--- src/rtl/seq_mag_comparator.sv ---
`default_nettype none
// ============================================================================
// Module   : seq_mag_comparator
// Purpose  : Multi-cycle magnitude comparator. It compares two N-bit operands
//            MSB-first, D bits per clock, and stops early at the first slice
//            that differs. Each operation selects unsigned or two's-complement
//            mode. The start/busy/done handshake controls each operation.
// Options  : Define SEQ_MAG_CMP_LATCNT_EN to add the lat_cnt output. It holds
//            the number of slices examined by the most recent compare.
// Revision : 1.0 - initial release
// ============================================================================
module seq_mag_comparator #(
   parameter int N = 8,
   parameter int D = 2
) (
   input  logic         clk,
   input  logic         rst_n,
   input  logic         start,
   input  logic         signed_mode,
   input  logic [N-1:0] A,
   input  logic [N-1:0] B,
   output logic         busy,
   output logic         done,
   output logic         L_T,
   output logic         G_T,
   output logic         E
`ifdef SEQ_MAG_CMP_LATCNT_EN
   ,
   output logic [$clog2(N/D):0] lat_cnt
`endif
);

   localparam int C_S     = N / D;
   localparam int C_IDX_W = (C_S > 1) ? $clog2(C_S) : 1;
`ifdef SEQ_MAG_CMP_LATCNT_EN
   localparam int C_LAT_W = $clog2(C_S) + 1;
`endif
   localparam logic [C_IDX_W-1:0] C_LAST_IDX = C_IDX_W'(C_S - 1);

   typedef enum logic [0:0] {
      IDLE    = 1'b0,
      COMPARE = 1'b1
   } state_t;

   state_t             r_state;
   logic [N-1:0]       r_a;
   logic [N-1:0]       r_b;
   logic [C_IDX_W-1:0] r_idx;

   // The operand registers shift left after each equal slice. The slice under
   // test is therefore always the top D bits, and no variable part-select is
   // needed.
   logic [D-1:0] w_a_top;
   logic [D-1:0] w_b_top;
   logic [N-1:0] w_a_next;
   logic [N-1:0] w_b_next;
   logic         w_slice_lt;
   logic         w_slice_gt;
   logic         w_slice_ne;
   logic         w_last;

   assign w_a_top    = r_a[N-1 -: D];
   assign w_b_top    = r_b[N-1 -: D];
   assign w_slice_lt = (w_a_top < w_b_top);
   assign w_slice_gt = (w_a_top > w_b_top);
   assign w_slice_ne = w_slice_lt | w_slice_gt;
   assign w_last     = (r_idx == C_LAST_IDX);

   // With a single slice nothing follows, so the operands are held as they are.
   generate
      if (D < N) begin : g_shift
         assign w_a_next = r_a << D;
         assign w_b_next = r_b << D;
      end else begin : g_no_shift
         assign w_a_next = r_a;
         assign w_b_next = r_b;
      end
   endgenerate

   // Control FSM, operand shifter and result registers.
   always_ff @(posedge clk or negedge rst_n) begin
      if (!rst_n) begin
         r_state <= IDLE;
         r_a     <= '0;
         r_b     <= '0;
         r_idx   <= '0;
         busy    <= 1'b0;
         done    <= 1'b0;
         L_T     <= 1'b0;
         G_T     <= 1'b0;
         E       <= 1'b0;
`ifdef SEQ_MAG_CMP_LATCNT_EN
         lat_cnt <= '0;
`endif
      end else begin
         done <= 1'b0;
         case (r_state)
            IDLE: begin
               if (start) begin
                  // Flipping the sign bit maps two's complement to offset
                  // binary. An unsigned slice compare then orders the values
                  // correctly.
                  r_a     <= {A[N-1] ^ signed_mode, A[N-2:0]};
                  r_b     <= {B[N-1] ^ signed_mode, B[N-2:0]};
                  r_idx   <= '0;
                  busy    <= 1'b1;
                  r_state <= COMPARE;
               end
            end
            COMPARE: begin
               if (w_slice_ne || w_last) begin
                  L_T     <= w_slice_lt;
                  G_T     <= w_slice_gt;
                  E       <= ~w_slice_ne;
                  done    <= 1'b1;
                  busy    <= 1'b0;
                  r_state <= IDLE;
`ifdef SEQ_MAG_CMP_LATCNT_EN
                  lat_cnt <= C_LAT_W'(r_idx) + C_LAT_W'(1);
`endif
               end else begin
                  r_a   <= w_a_next;
                  r_b   <= w_b_next;
                  r_idx <= r_idx + C_IDX_W'(1);
               end
            end
            default: begin
               r_state <= IDLE;
               busy    <= 1'b0;
            end
         endcase
      end
   end

endmodule
`default_nettype wire

--- config.mk ---
export PLATFORM = sky130hd
export DESIGN_NAME = seq_mag_comparator
export DESIGN_NICKNAME = d
export VERILOG_FILES = /design/src/rtl/seq_mag_comparator.sv
export SDC_FILE = /design/constraint.sdc
export NUM_CORES = 1
export LEC_CHECK = 0
export CORE_MARGIN = 2
export CORE_UTILIZATION = 44
export CTS_CLUSTER_SIZE = 40
export DETAILED_ROUTE_END_ITERATION = 6
export PLACE_DENSITY = 0.71
export SLEW_MARGIN = 10
export SYNTH_ARGS = -nofsm -noshare
export SYNTH_HDL_FRONTEND = slang
export SYNTH_SLANG_ARGS = --single-unit
--- constraint.sdc ---
create_clock -name clk -period 1.7 [get_ports clk]
set_clock_uncertainty 0.15 [all_clocks]
set_input_delay 0.34 -clock clk [delete_from_list [all_inputs] [get_ports clk]]
set_output_delay 0.34 -clock clk [all_outputs]
set_load 0.05 [all_outputs]
==> results.json <==
{
  "syn_inst": 100,
  "final.setup.worst_slack_ns": -0.0439,
  "startpoint_type": "register",
  "routed_wl_um": 2420,
  "route.detailed.drc": 0,
  "failed_checks": "negative setup slack",
  "ys.flop_type": "dfrtp_1",
  "hp-class": "in -> async",
  "maxCapViolCount": 0,
  "gp_congestion": 0.831,
  "cts_tree": "yes",
  "yosysTopAreaCell": "dfrtp_1",
  "finalCriticalPeriod_ns": 1.74,
  "grt_overflow": 0,
  "rsz0062_at_grt": "true",
  "worst_pin_slew_ns": 0.334,
  "irDropWorstVdd_mv": 1.11,
  "drive_gt1_frac": 0.309,
  "grt_pass1_vias": 898,
  "placed_cells": 161,
  "grt_max_degree": 25,
  "critical_path.top_delay_family": "compound AO/OA/AOI/OAI gates",
  "fin_nets": 163,
  "leakagePower_nw": 0.713,
  "yosys.cell_types.count": 26,
  "synth_commonest_cells": "24 x dfrtp_1, 12 x nand2_1, 12 x nand2b_1",
  "cpPeakStageDelay_ns": 0.43,
  "synth-seq-cells": 24,
  "rows": 18,
  "htreeDepth": 1,
  "path_cells": "ha_4, nand2_4, o41ai_4, buf_4, o221a_2",
  "hold_viol_final": 0,
  "slew_headroom": 0.777,
  "dieArea_um2": 3000,
  "tns_ns": -0.420,
  "yosysMostFrequentCell": "dfrtp_1",
  "ys_seq_area_frac": 0.529,
  "route.vias.total": 888,
  "slew_viol_final": 0,
  "crit_buf_inv": 1,
  "syn2layout_area_growth_pct": 44.6,
  "clk_latency_ns": 0.31,
  "groute.usage.overall": 0.200,
  "fin_hold_ws_ns": 0.219,
  "fillers": 209,
  "clkTransAtPathRegs_ns": 0.13,
  "antenna_cells": 0,
  "cp_max_fo": 5,
  "reg2reg_slack_ns": -0.04,
  "fp.dieW_um": 54.8,
  "avgRoutedWirePerCell_um": 14.3,
  "io_buffer_count": 24,
  "timing.rr.end": "r_b[3]",
  "setup_viol": 12,
  "path_depth": 5,
  "synth_area_um2": 1140,
  "numCtsBuffers": 3,
  "crit_path_end": "r_b[3]",
  "core_um2": 2450,
  "critPathLaunch": "r_a[7]",
  "path_class": "reg -> reg",
  "start_util": 0.463,
  "cp.required_ns": 1.81,
  "r2r-start": "r_a[7]",
  "yosys_warnings": 0,
  "grt_pass1_wl_um": 4180,
  "via_per_inst": 5.25,
  "r2r_cells": 5,
  "synth_fp_nets": 123,
  "synth_edf_count": 0,
  "cts.sinks": 24,
  "worstPathArrival_ns": 1.86,
  "clockBufferDepth": 2,
  "ios": 25,
  "syn_area_per_cell_um2": 11.4,
  "drtIter0Drc": 10,
  "synthArstFlopShare": 1.00,
  "synth_top_cells_by_area": "dfrtp_1 53%, o221a_2 9.9%, nand2b_1 6.6%, nand2_1 4.0%, ha_1 3.3%",
  "powerDensity_nw_per_um2": 1950,
  "antenna_found_initial": 0,
  "die_h_um": 54.8,
  "period_share": 1.03,
  "cp_slowest_cell": "dfrtp_1",
  "cts-root-buf": "clkbuf_4",
  "status": "finished with violations",
  "ant_nets": 0,
  "finalNonFillerCells": 169,
  "hpwl_um": 1830,
  "firstDrtPassIters": 4,
  "synth_top_area_frac": 0.529,
  "cp-end-kind": "register",
  "maxClockFrequency_ghz": 0.573
}
## worst reg2reg max path: stages, from the launching register on
cell and delay (ns):
dfrtp_1 0.43, ha_4 0.31, nand2_4 0.06, o41ai_4 0.35, buf_4 0.21, o221a_2 0.19
## sequential cells by signal, indices dropped and copies added, names as in the netlist
register	count
L_T	1
busy	1
r_a	8
done	1
r_state	1
G_T	1
r_idx	2
E	1
r_b	8
## stage by stage
stage | worst slack, ns | util | power, mW | instance area, um^2
4_1_cts | -0.0479 | 0.669 | 3.22 | 1640
6_report | -0.0439 | 0.669 | 3.21 | 1640
3_5_place_dp | -0.0637 | 0.634 | 2.79 | 1560
5_1_grt | -0.108 | 0.669 | 3.44 | 1640
2_1_floorplan | -0.0256 | - | 2.14 | 1180
3_3_place_gp | -0.0360 | 0.634 | 2.71 | 1560
## routing by layer
layer	GRT usage	vias to the layer above	part of all wire
met5	0	-	0
met4	0.0750	0	0.015
met3	0.0246	5	0.041
met2	0.335	24	0.51
met1	0.261	420	0.43
li1	-	439	-
## cells in the final DEF (no fill, tap or decap), types with 2 or more instances in the layout
cell type        synthesis  routed
xor2_1                   2       2
o2bb2ai_1                2       2
nand2b_1                12      12
dfrtp_1                 24      24
clkdlybuf4s50_1          0      19
o221a_4                  0       2
o221a_2                 10       8
nand2_1                 12      11
inv_2                    1       2
o221ai_1                 2       2
a21oi_1                  3       3
o21ai_0                  4       4
clkbuf_4                 0       3
ha_4                     0       2
buf_12                   0       5
inv_1                    9       8
mux2i_1                  2       2
buf_4                    0      13
## power by group
part           switching (mW)  internal (mW)  total, mW
combinational           0.856          0.990       1.85
sequential              0.220          0.844       1.06
clock                   0.166          0.131      0.296
## layout make-up
cell class,count,area [um^2],area share
Tap cell,30,37.5,0.0228
Inverter,10,37.5,0.0228
Timing Repair Buffer,38,393,0.239
Clock buffer,4,36.3,0.0221
Sequential cell,24,601,0.366
Multi-Input combinational cell,63,538,0.327
## timing repair
| item | in CTS | in global routing |
|---|---|---|
| hold buffers | 0 | 0 |
| pin swaps | 7 | 0 |
| endpoints found under the setup margin | 14 | 18 |
| setup buffers | 3 | 0 |
| resized for setup | 5 | 0 |
| cloned | 1 | 0 |
## how the worst min path moves through the flow
stage,startpoint,end,slack [ns],cells past startpoint
after floorplan,rst_n,E,-0.11,0
after global placement,r_idx[0],r_idx[0],0.33,1
after detailed placement,r_idx[0],r_idx[0],0.34,1
after CTS,rst_n,r_b[5],0.22,2
after global routing,rst_n,r_b[5],0.22,2
final,rst_n,r_b[5],0.22,2
## logic make-up (layout without fill, tap and decap cells)
kind of cell,count (synthesis),after routing,synth area share
xor gates and xnor gates,2,2,0.0154
AOI/OAI and AO/OA,26,26,0.213
buffers and inverters,13,52,0.0496
adders and majority gates,3,3,0.0330
muxes,2,2,0.0176
DFF,24,24,0.529
and+or+nand+nor,30,30,0.143
Note: power is estimated with default switching activity, not from simulation.
